### config.mk
export PLATFORM = sky130hd
export DESIGN_NAME = f2_cmd_sequencer
export DESIGN_NICKNAME = d
export VERILOG_FILES = /design/src/rtl/f2_pkg.sv /design/src/rtl/f2_btn_debounce.sv /design/src/rtl/f2_cmd_sequencer.sv
export SDC_FILE = /design/constraint.sdc
export NUM_CORES = 1
export LEC_CHECK = 0
export BUFFER_PORTS_ARGS = -buffer_cell sky130_fd_sc_hd__buf_2
export CORE_MARGIN = 4
export CORE_UTILIZATION = 50
export CTS_BUF_LIST = sky130_fd_sc_hd__clkbuf_4
export DETAILED_ROUTE_END_ITERATION = 16
export HOLD_SLACK_MARGIN = 0.15
export PLACE_DENSITY = 0.66
export SLEW_MARGIN = 20
export SYNTH_ARGS = -nofsm -noshare
export SYNTH_HDL_FRONTEND = slang
export SYNTH_SLANG_ARGS = --single-unit
### constraint.sdc
create_clock -name sysclk -period 7 [get_ports sysclk]
set_clock_uncertainty 0.15 [all_clocks]
set_input_delay 0.7 -clock sysclk [delete_from_list [all_inputs] [get_ports sysclk]]
set_output_delay 0.7 -clock sysclk [all_outputs]
set_load 0.05 [all_outputs]
### src/rtl/f2_pkg.sv
// Shared definitions for the f2 command sequencer: GPU instruction codes,
// FSM state encoding and the request priority helpers.
package f2_pkg;

  typedef enum logic [2:0] {
    CMD_NONE     = 3'd0,
    CMD_PREV     = 3'd1,
    CMD_NEXT     = 3'd2,
    CMD_ROTATE   = 3'd3,
    CMD_NEGATIVE = 3'd4
  } cmd_e;

  typedef enum logic [1:0] {
    IDLE    = 2'd0,
    ISSUE   = 2'd1,
    RELEASE = 2'd2,
    WAIT    = 2'd3
  } state_e;

  // Pending bit order: [0]=prev, [1]=next, [2]=rotate, [3]=negative.
  function automatic cmd_e pick_cmd(input logic [3:0] pend);
    if (pend[0])      return CMD_PREV;
    else if (pend[1]) return CMD_NEXT;
    else if (pend[2]) return CMD_ROTATE;
    else if (pend[3]) return CMD_NEGATIVE;
    else              return CMD_NONE;
  endfunction

  function automatic logic [3:0] cmd_mask(input cmd_e c);
    case (c)
      CMD_PREV:     return 4'b0001;
      CMD_NEXT:     return 4'b0010;
      CMD_ROTATE:   return 4'b0100;
      CMD_NEGATIVE: return 4'b1000;
      default:      return 4'b0000;
    endcase
  endfunction

endpackage

### src/rtl/f2_btn_debounce.sv
// Two-flop synchronizer, counting debouncer and one-cycle rising-edge pulse
// for one raw front-panel button.
module f2_btn_debounce #(
  parameter int DEBOUNCE_CYCLES = 500000
) (
  input  logic clk,
  input  logic rst,
  input  logic raw,
  output logic rise
);

  localparam int CW = (DEBOUNCE_CYCLES > 1) ? $clog2(DEBOUNCE_CYCLES) : 1;
  localparam logic [CW-1:0] LAST = CW'(DEBOUNCE_CYCLES - 1);

  logic          sync_a;
  logic          sync_b;
  logic          level;
  logic          level_q;
  logic [CW-1:0] cnt;

  always_ff @(posedge clk) begin
    if (rst) begin
      sync_a  <= 1'b0;
      sync_b  <= 1'b0;
      level   <= 1'b0;
      level_q <= 1'b0;
      cnt     <= '0;
    end else begin
      sync_a  <= raw;
      sync_b  <= sync_a;
      level_q <= level;
      // Any agreement restarts the stability count.
      if (sync_b == level) begin
        cnt <= '0;
      end else if (cnt == LAST) begin
        level <= sync_b;
        cnt   <= '0;
      end else begin
        cnt <= cnt + 1'b1;
      end
    end
  end

  assign rise = level & ~level_q;

endmodule

### src/rtl/f2_cmd_sequencer.sv
// Debounces panel buttons, arbitrates requests and drives shaped GPU instruction
// pulses with post-navigation lockout. Optional slideshow via F2_SLIDESHOW_EN.
import f2_pkg::*;

module f2_cmd_sequencer #(
  parameter int DEBOUNCE_CYCLES = 500000,
  parameter int HOLD_CYCLES     = 4,
  parameter int ANIME_CYCLES    = 134217728,
  parameter int SLIDE_CYCLES    = 250000000
) (
  input  logic       sysclk,
  input  logic       rst,
  input  logic       btn_prev,
  input  logic       btn_next,
  input  logic       btn_rotate,
  input  logic       btn_negative,
  input  logic       btn_slide,
  output logic [2:0] instruction,
  output logic       busy,
  output logic       slideshow_on
);

  localparam int CNT_MAX = (HOLD_CYCLES > ANIME_CYCLES) ? HOLD_CYCLES : ANIME_CYCLES;
  localparam int CW      = $clog2(CNT_MAX + 1);
  localparam logic [CW-1:0] HOLD_LAST  = CW'(HOLD_CYCLES - 1);
  localparam logic [CW-1:0] ANIME_LAST = CW'(ANIME_CYCLES - 1);
  localparam logic [CW-1:0] CNT_TOP    = CW'(CNT_MAX - 1);

  state_e        state;
  state_e        next_state;
  cmd_e          cmd_q;
  cmd_e          grant_cmd;
  logic [CW-1:0] cnt;
  logic [3:0]    raw;
  logic [3:0]    rise;
  logic [3:0]    pending;
  logic [3:0]    grant_mask;
  logic          grant_any;
  logic          slide_fire;

  assign raw = {btn_negative, btn_rotate, btn_next, btn_prev};

  for (genvar i = 0; i < 4; i++) begin : g_btn
    f2_btn_debounce #(.DEBOUNCE_CYCLES(DEBOUNCE_CYCLES)) u_db (
      .clk  (sysclk),
      .rst  (rst),
      .raw  (raw[i]),
      .rise (rise[i])
    );
  end

  assign grant_cmd  = pick_cmd(pending);
  assign grant_any  = (state == IDLE) && (pending != 4'b0000);
  assign grant_mask = grant_any ? cmd_mask(grant_cmd) : 4'b0000;

  // A fresh press on the bit being granted survives as a new request.
  always_ff @(posedge sysclk) begin
    if (rst) pending <= 4'b0000;
    else     pending <= (pending & ~grant_mask) | rise | {2'b00, slide_fire, 1'b0};
  end

`ifdef F2_SLIDESHOW_EN
  localparam int SW = $clog2(SLIDE_CYCLES + 1);
  localparam logic [SW-1:0] SLIDE_LAST = SW'(SLIDE_CYCLES - 1);

  logic          slide_rise;
  logic          slide_on;
  logic          slide_armed;
  logic [SW-1:0] slide_tmr;

  f2_btn_debounce #(.DEBOUNCE_CYCLES(DEBOUNCE_CYCLES)) u_db_slide (
    .clk  (sysclk),
    .rst  (rst),
    .raw  (btn_slide),
    .rise (slide_rise)
  );

  assign slide_armed = slide_on && (state == IDLE) && (pending == 4'b0000);
  assign slide_fire  = slide_armed && !slide_rise && (slide_tmr == SLIDE_LAST);

  always_ff @(posedge sysclk) begin
    if (rst) begin
      slide_on  <= 1'b0;
      slide_tmr <= '0;
    end else begin
      if (slide_rise) slide_on <= ~slide_on;
      if (slide_rise || grant_any || slide_fire) slide_tmr <= '0;
      else if (slide_armed)                      slide_tmr <= slide_tmr + 1'b1;
    end
  end

  assign slideshow_on = slide_on;
`else
  logic unused_slide;
  assign unused_slide = btn_slide;
  assign slide_fire   = 1'b0;
  assign slideshow_on = 1'b0;
`endif

  always_ff @(posedge sysclk) begin
    if (rst) begin
      state <= IDLE;
      busy  <= 1'b0;
    end else begin
      state <= next_state;
      busy  <= (next_state != IDLE);
    end
  end

  // One counter serves every state; it restarts on each state entry.
  always_ff @(posedge sysclk) begin
    if (rst) begin
      cnt   <= '0;
      cmd_q <= CMD_NONE;
    end else begin
      if (grant_any) cmd_q <= grant_cmd;
      if (next_state != state) cnt <= '0;
      else if (cnt != CNT_TOP) cnt <= cnt + 1'b1;
    end
  end

  always_comb begin
    next_state = state;
    case (state)
      IDLE:    if (grant_any) next_state = ISSUE;
      ISSUE:   if (cnt == HOLD_LAST) next_state = RELEASE;
      RELEASE: next_state = (cmd_q == CMD_PREV || cmd_q == CMD_NEXT) ? WAIT : IDLE;
      WAIT:    if (cnt == ANIME_LAST) next_state = IDLE;
      default: next_state = IDLE;
    endcase
  end

  always_comb begin
    instruction = CMD_NONE;
    if (state == ISSUE) instruction = cmd_q;
  end

endmodule

# Word-level counts from Yosys, hierarchy flattened
# Cells that the tools add are included.
# classes
addsub,5
eq_ne,21
muxes,12
bitwise,15
n_reduce_logical,14
# ops
op,count
"19-bit by 1-bit adder with 19-bit output, second input constant",4
"19-bit == test, second input constant",4
"28-bit by 1-bit adder with 28-bit output, second input constant",1
"28-bit by 2-bit == test with 1-bit output, second input constant",1
"28-bit by 27-bit == test with 1-bit output, second input constant",1
"28-bit by 27-bit inequality test with 1-bit output, second input constant",1
4-bit one-hot mux with 4 select lines,1
3-bit two-way mux,5
3-bit OR reduction,4
"3-bit by 2-bit == test with 1-bit output, second input constant",3
2-bit two-way mux,4
1-bit NOT,8
2-bit one-hot mux with 4 select lines,1
2-bit AND reduction,4
"3-bit by 1-bit == test with 1-bit output, second input constant",2
1-bit AND,4
4-bit AND,1
1-bit == test,4
"2-bit == test, second input constant",2
4-bit two-way mux,1
4-bit NOT,1
4-bit bitwise OR,1
4-bit nonzero test,1
"3-bit == test, second input constant",1
7 further kinds,7
# totals
reg_bits,130
inputBits,7
out_inout_bits,5
word_cells,92

# Depth between registers and ports, before layout
# logic_depth
ltp_word,10
ltp_mapped,9
depth_no_buf,6

# By module
# A second synthesis with hierarchy kept.
# hier_totals
cells_unflattened,674
hier_area_um2,5977.0
# modules_own_cells
module,instances,cells_each,area_each_um2,seq_area_each_um2
f2_btn_debounce,4,109,999.7,460.4
f2_cmd_sequencer,1,238,1978.1,760.7

# Worst setup path before layout
# OpenSTA, ideal clock, no wires.
# synth_path
path_kind,reg2reg
start,register cnt[0]
end,register cnt[12]
setup_ns,0.116
arrival_ns,1.920
required_time_ns,6.734
path_slack_ns,4.814
stages_incl_launch_ff,10
path_buffers,3
cell_sequence,dfxtp_1 -> ha_1 -> nand3_1 -> or4_1 -> buf_2 -> o21ai_2 -> a2111o_1 -> buf_6 -> buf_8 -> nor2_1
# synth_between
elab_chain_len,5
word_cells_on_any_way,9
# synth_rtl
item,line,source
start: declaration,f2_cmd_sequencer.sv:33,logic [CW-1:0] cnt;
start signal: assignment,f2_cmd_sequencer.sv:118,else if (cnt != CNT_TOP) cnt <= cnt + 1'b1;
28-bit by 27-bit == test with 1-bit output or 28-bit by 2-bit == test with 1-bit output (tied branches),"f2_cmd_sequencer.sv:128, f2_cmd_sequencer.sv:126",
"2-bit two-way mux, on equally long branches","f2_cmd_sequencer.sv:128, f2_cmd_sequencer.sv:126",
2-bit one-hot mux with 4 select lines,f2_cmd_sequencer.sv:124,case (state)
2-bit inequality test,f2_cmd_sequencer.sv:117,if (next_state != state) cnt <= '0;
2-bit OR reduction (no line),-,
# Several ways; a longest one is shown, not always the timed one.
# A chain may end at the register's enable or synchronous reset.

# Worst setup path after layout
# layout_path
start,register cnt[0]
end,register cnt[17]
# Same word-level chain as after synthesis.

==> key figures <==
Die
  • Initial Util: 51.73%
  • Die area: 13080 um^2
  • Die height: roughly 110 um
  • Die Wd: 114.4 um
  • Num ports: 12
  • Row count: 38
  • Core box area: 10940 um^2

Yosys
  • Library cells used by synthesis: 45
  • Synth Area per Inst: just under 9 um^2
  • Synth Flop Type: dfxtp_1
  • EDFF count, synth: 0
  • Commonest cells post-synth: nor2_1, dfxtp_1, xor2_1, xnor2_1, nand2_1
  • Top-count cell post-synth: nor2_1
  • Area fraction of the dominant cell type after synthesis: 46.01%
  • Largest area contributor in the netlist: dfxtp_1
  • Mapped Area: 5657 um^2
  • Synth area leaders: dfxtp_1, nor2_1, xor2_1
  • Sequential area share after synthesis: 46.01%
  • Syn nets: 655
  • Syn Inst Count: around 640
  • Flops & latches, synth: 130
  • YS warnings: 0
  • Async SR Flop Fraction: 0%

Global route
  • Largest net degree at the start of global routing: 31
  • Global-route wire length before repair: ~18000 um
  • GRT overflow: 0
  • Vias in the first global route: 4215
  • Antenna violations before repair: 0
  • GRT Total Usage: 17.08%

Critical path
  • Crit path from: cnt[0]
  • CP Launch Type: flip-flop
  • Levels on crit path: 6
  • CP endpoint kind: flip-flop
  • Critical path destination: cnt[17]
  • Largest fanout on the critical path: 28
  • Crit path arrival time: 3.40 ns
  • R2r startpoint: cnt[0]
  • CP delay by family, top: compound AO/OA/AOI/OAI gates
  • Worst Path Required: between 7 and 8 ns
  • Crit-path cells: ha_1 -> nand3_1 -> or4_1 -> o21ai_2 -> a2111o_1 -> o21ba_2
  • Cell depth of the worst flop-to-flop path: 6
  • Max stage delay on crit path: 0.78 ns
  • Worst setup path category: flip-flop to flip-flop
  • Critical-path top delay cell: a2111o_1
  • Crit path buf inv count: 0
  • Reg2reg setup slack: 3.88 ns
  • Reg-to-reg endpoint: cnt[17]

Min path
  • Worst min path class: input pin to flip-flop

Power
  • VDD IR-drop max: 0.0002201 V
  • Lkg Pwr: just under 2 nW
  • Power Dens Cells: about 210 nW/um^2

Clocking
  • Clk_lat worst skew: 0.53 ns
  • CTS Sinks: between 100 and 150
  • CTS tree: built
  • Clk pin slew, worst setup/hold paths: about 0.11 ns
  • Total CTS buffers: 17
  • Hold buffers post-CTS: 0
  • Setup Fix Bufs, Post-CTS: 0
  • Post_cts resized: 0
  • Clock buffer depth: 2
  • H-tree levels: 4
  • Root Buffer: clkbuf_4

Detailed routing
  • Iteration count of the initial detailed-routing pass: 4
  • DRT iter0 DRCs: 196
  • Residual DRC count: 0
  • Vias: 4357
  • Routed Antenna Nets: 0
  • WL/cell: around 13 um
  • Vias per cell: 5.433
  • Routed WL: 10180 um

Cells and area
  • Final Util: a little under three fifths
  • Area growth, synth to finish: 6.945%
  • Share of layout cells above drive strength 1: under 10%
  • NumNets Final: 661
  • N_diodes: 0

Timing
  • Fmax: roughly 0.32 GHz
  • Tmin final: 3.116 ns
  • Fin crit share: 44.52%
  • Worst slew margin: 36.50%
  • Setup slack after layout: 3.884 ns
  • Final Hold Vio Count: 0
  • Worst Tran Pin Value: 0.9438 ns
  • Setup TNS: 0 ns
  • Fin. max-slew vios: 0
  • Unrepaired setup endpoints after global routing: false
  • Count of final setup violators: 0

Place
  • Pre-CTS setup slack: 3.909 ns
  • Placer Congestion: 0.7842
  • Hpwl dp: 6958 um
  • I/O Buffers: 9

Status
  • Outcome: complete, no violations

Flow run
  • Max_cap viols: 0
==> cell usage in the layout (no fill, tap or decap), drive strengths merged, types with 3 or more instances in the layout <==
cell and instances:
a21oi 18, or4 3, dfxtp 130, nand4 33, mux2i 4, or3 7
nand2b 4, o21ai 6, a211oi 7, nor3 10, nor2b 16, nand2 37
and2 5, xor2 49, clkinvlp 6, inv 11, nor4 16, nor4b 4
and3 15, bufinv 3, clkbuf 17, and4 11, nor2 131, a2111oi 3
clkinv 6, nand3 33, xnor2 48, ha 5, buf 10
==> worst min path at each step <==
stage | startpoint | to | slack (ns) | depth (start not counted)
floorplan | g_btn[0].u_db.sync_a | g_btn[0].u_db.sync_b | 0.26 | 1
global placement | g_btn[1].u_db.sync_a | g_btn[1].u_db.sync_b | 0.27 | 1
detailed placement | g_btn[2].u_db.sync_a | g_btn[2].u_db.sync_b | 0.28 | 1
CTS | btn_prev | g_btn[0].u_db.sync_a | 0.18 | 2
global route | btn_next | g_btn[1].u_db.sync_a | 0.19 | 2
finish | btn_prev | g_btn[0].u_db.sync_a | 0.22 | 2
==> stage by stage <==
step	hold WS (ns)	cells	power (mW)	cell area (um^2)
CTS	0.1752	802	1.303	6050
global placement	0.2695	770	0.7819	5754
detailed placement	0.2772	770	0.7826	5754
floorplan	0.2638	643	0.7807	5657
global route	0.1901	802	1.334	6050
finish	0.2186	802	1.283	6050
==> routing by layer <==
layer,GRT usage [%],wire [um]
met5,0,0
met4,7.759,189
met3,4.651,282
met2,27.99,4761
met1,20.98,4945
==> worst register-to-register path, delay by kind of cell (launching register included) <==
family                   cells  cell delay, ns
AND/OR/NAND/NOR              2            0.93
adder cells (fa/ha/maj)      1            0.28
AO/OA/AOI/OAI                3            1.28
flip-flops                   1            0.38
==> layout make-up <==
type | count | area (um^2)
fill | 1011 | 4886
multi-input combinational | 479 | 2883
sequential | 130 | 2603
tap | 140 | 175.2
clock inverter | 15 | 167.7
clock buffer | 17 | 127.6
timing repair buffer | 10 | 52.55
inverter | 11 | 41.29
==> power by group <==
| group | switching [mW] | internal (mW) | leakage [nW] |
|---|---|---|---|
| Sequential | 0.00330 | 0.744 | 1.05 |
| Clock | 0.275 | 0.243 | 0.143 |
| Combinational | 0.0127 | 0.00579 | 0.782 |
==> cells by family after synthesis <==
group | synth area share (%)
simple gates | 29.33
buf+inv | 3.030
fa+ha+maj | 1.106
flops | 46.01
xor+xnor | 15.02
other cells | 0.06629
compound gates | 4.734
mux | 0.7078
==> flip-flops by register name (all words and copies together) (netlist names), 2 cells and up <==
register / cells
cmd_q: 3
g_btn.u_db.sync_a: 4
g_btn.u_db.level_q: 4
g_btn.u_db.sync_b: 4
cnt: 28
pending: 4
g_btn.u_db.level: 4
g_btn.u_db.cnt: 76
state: 2
No activity file was read; power rests on OpenSTA's default activity.
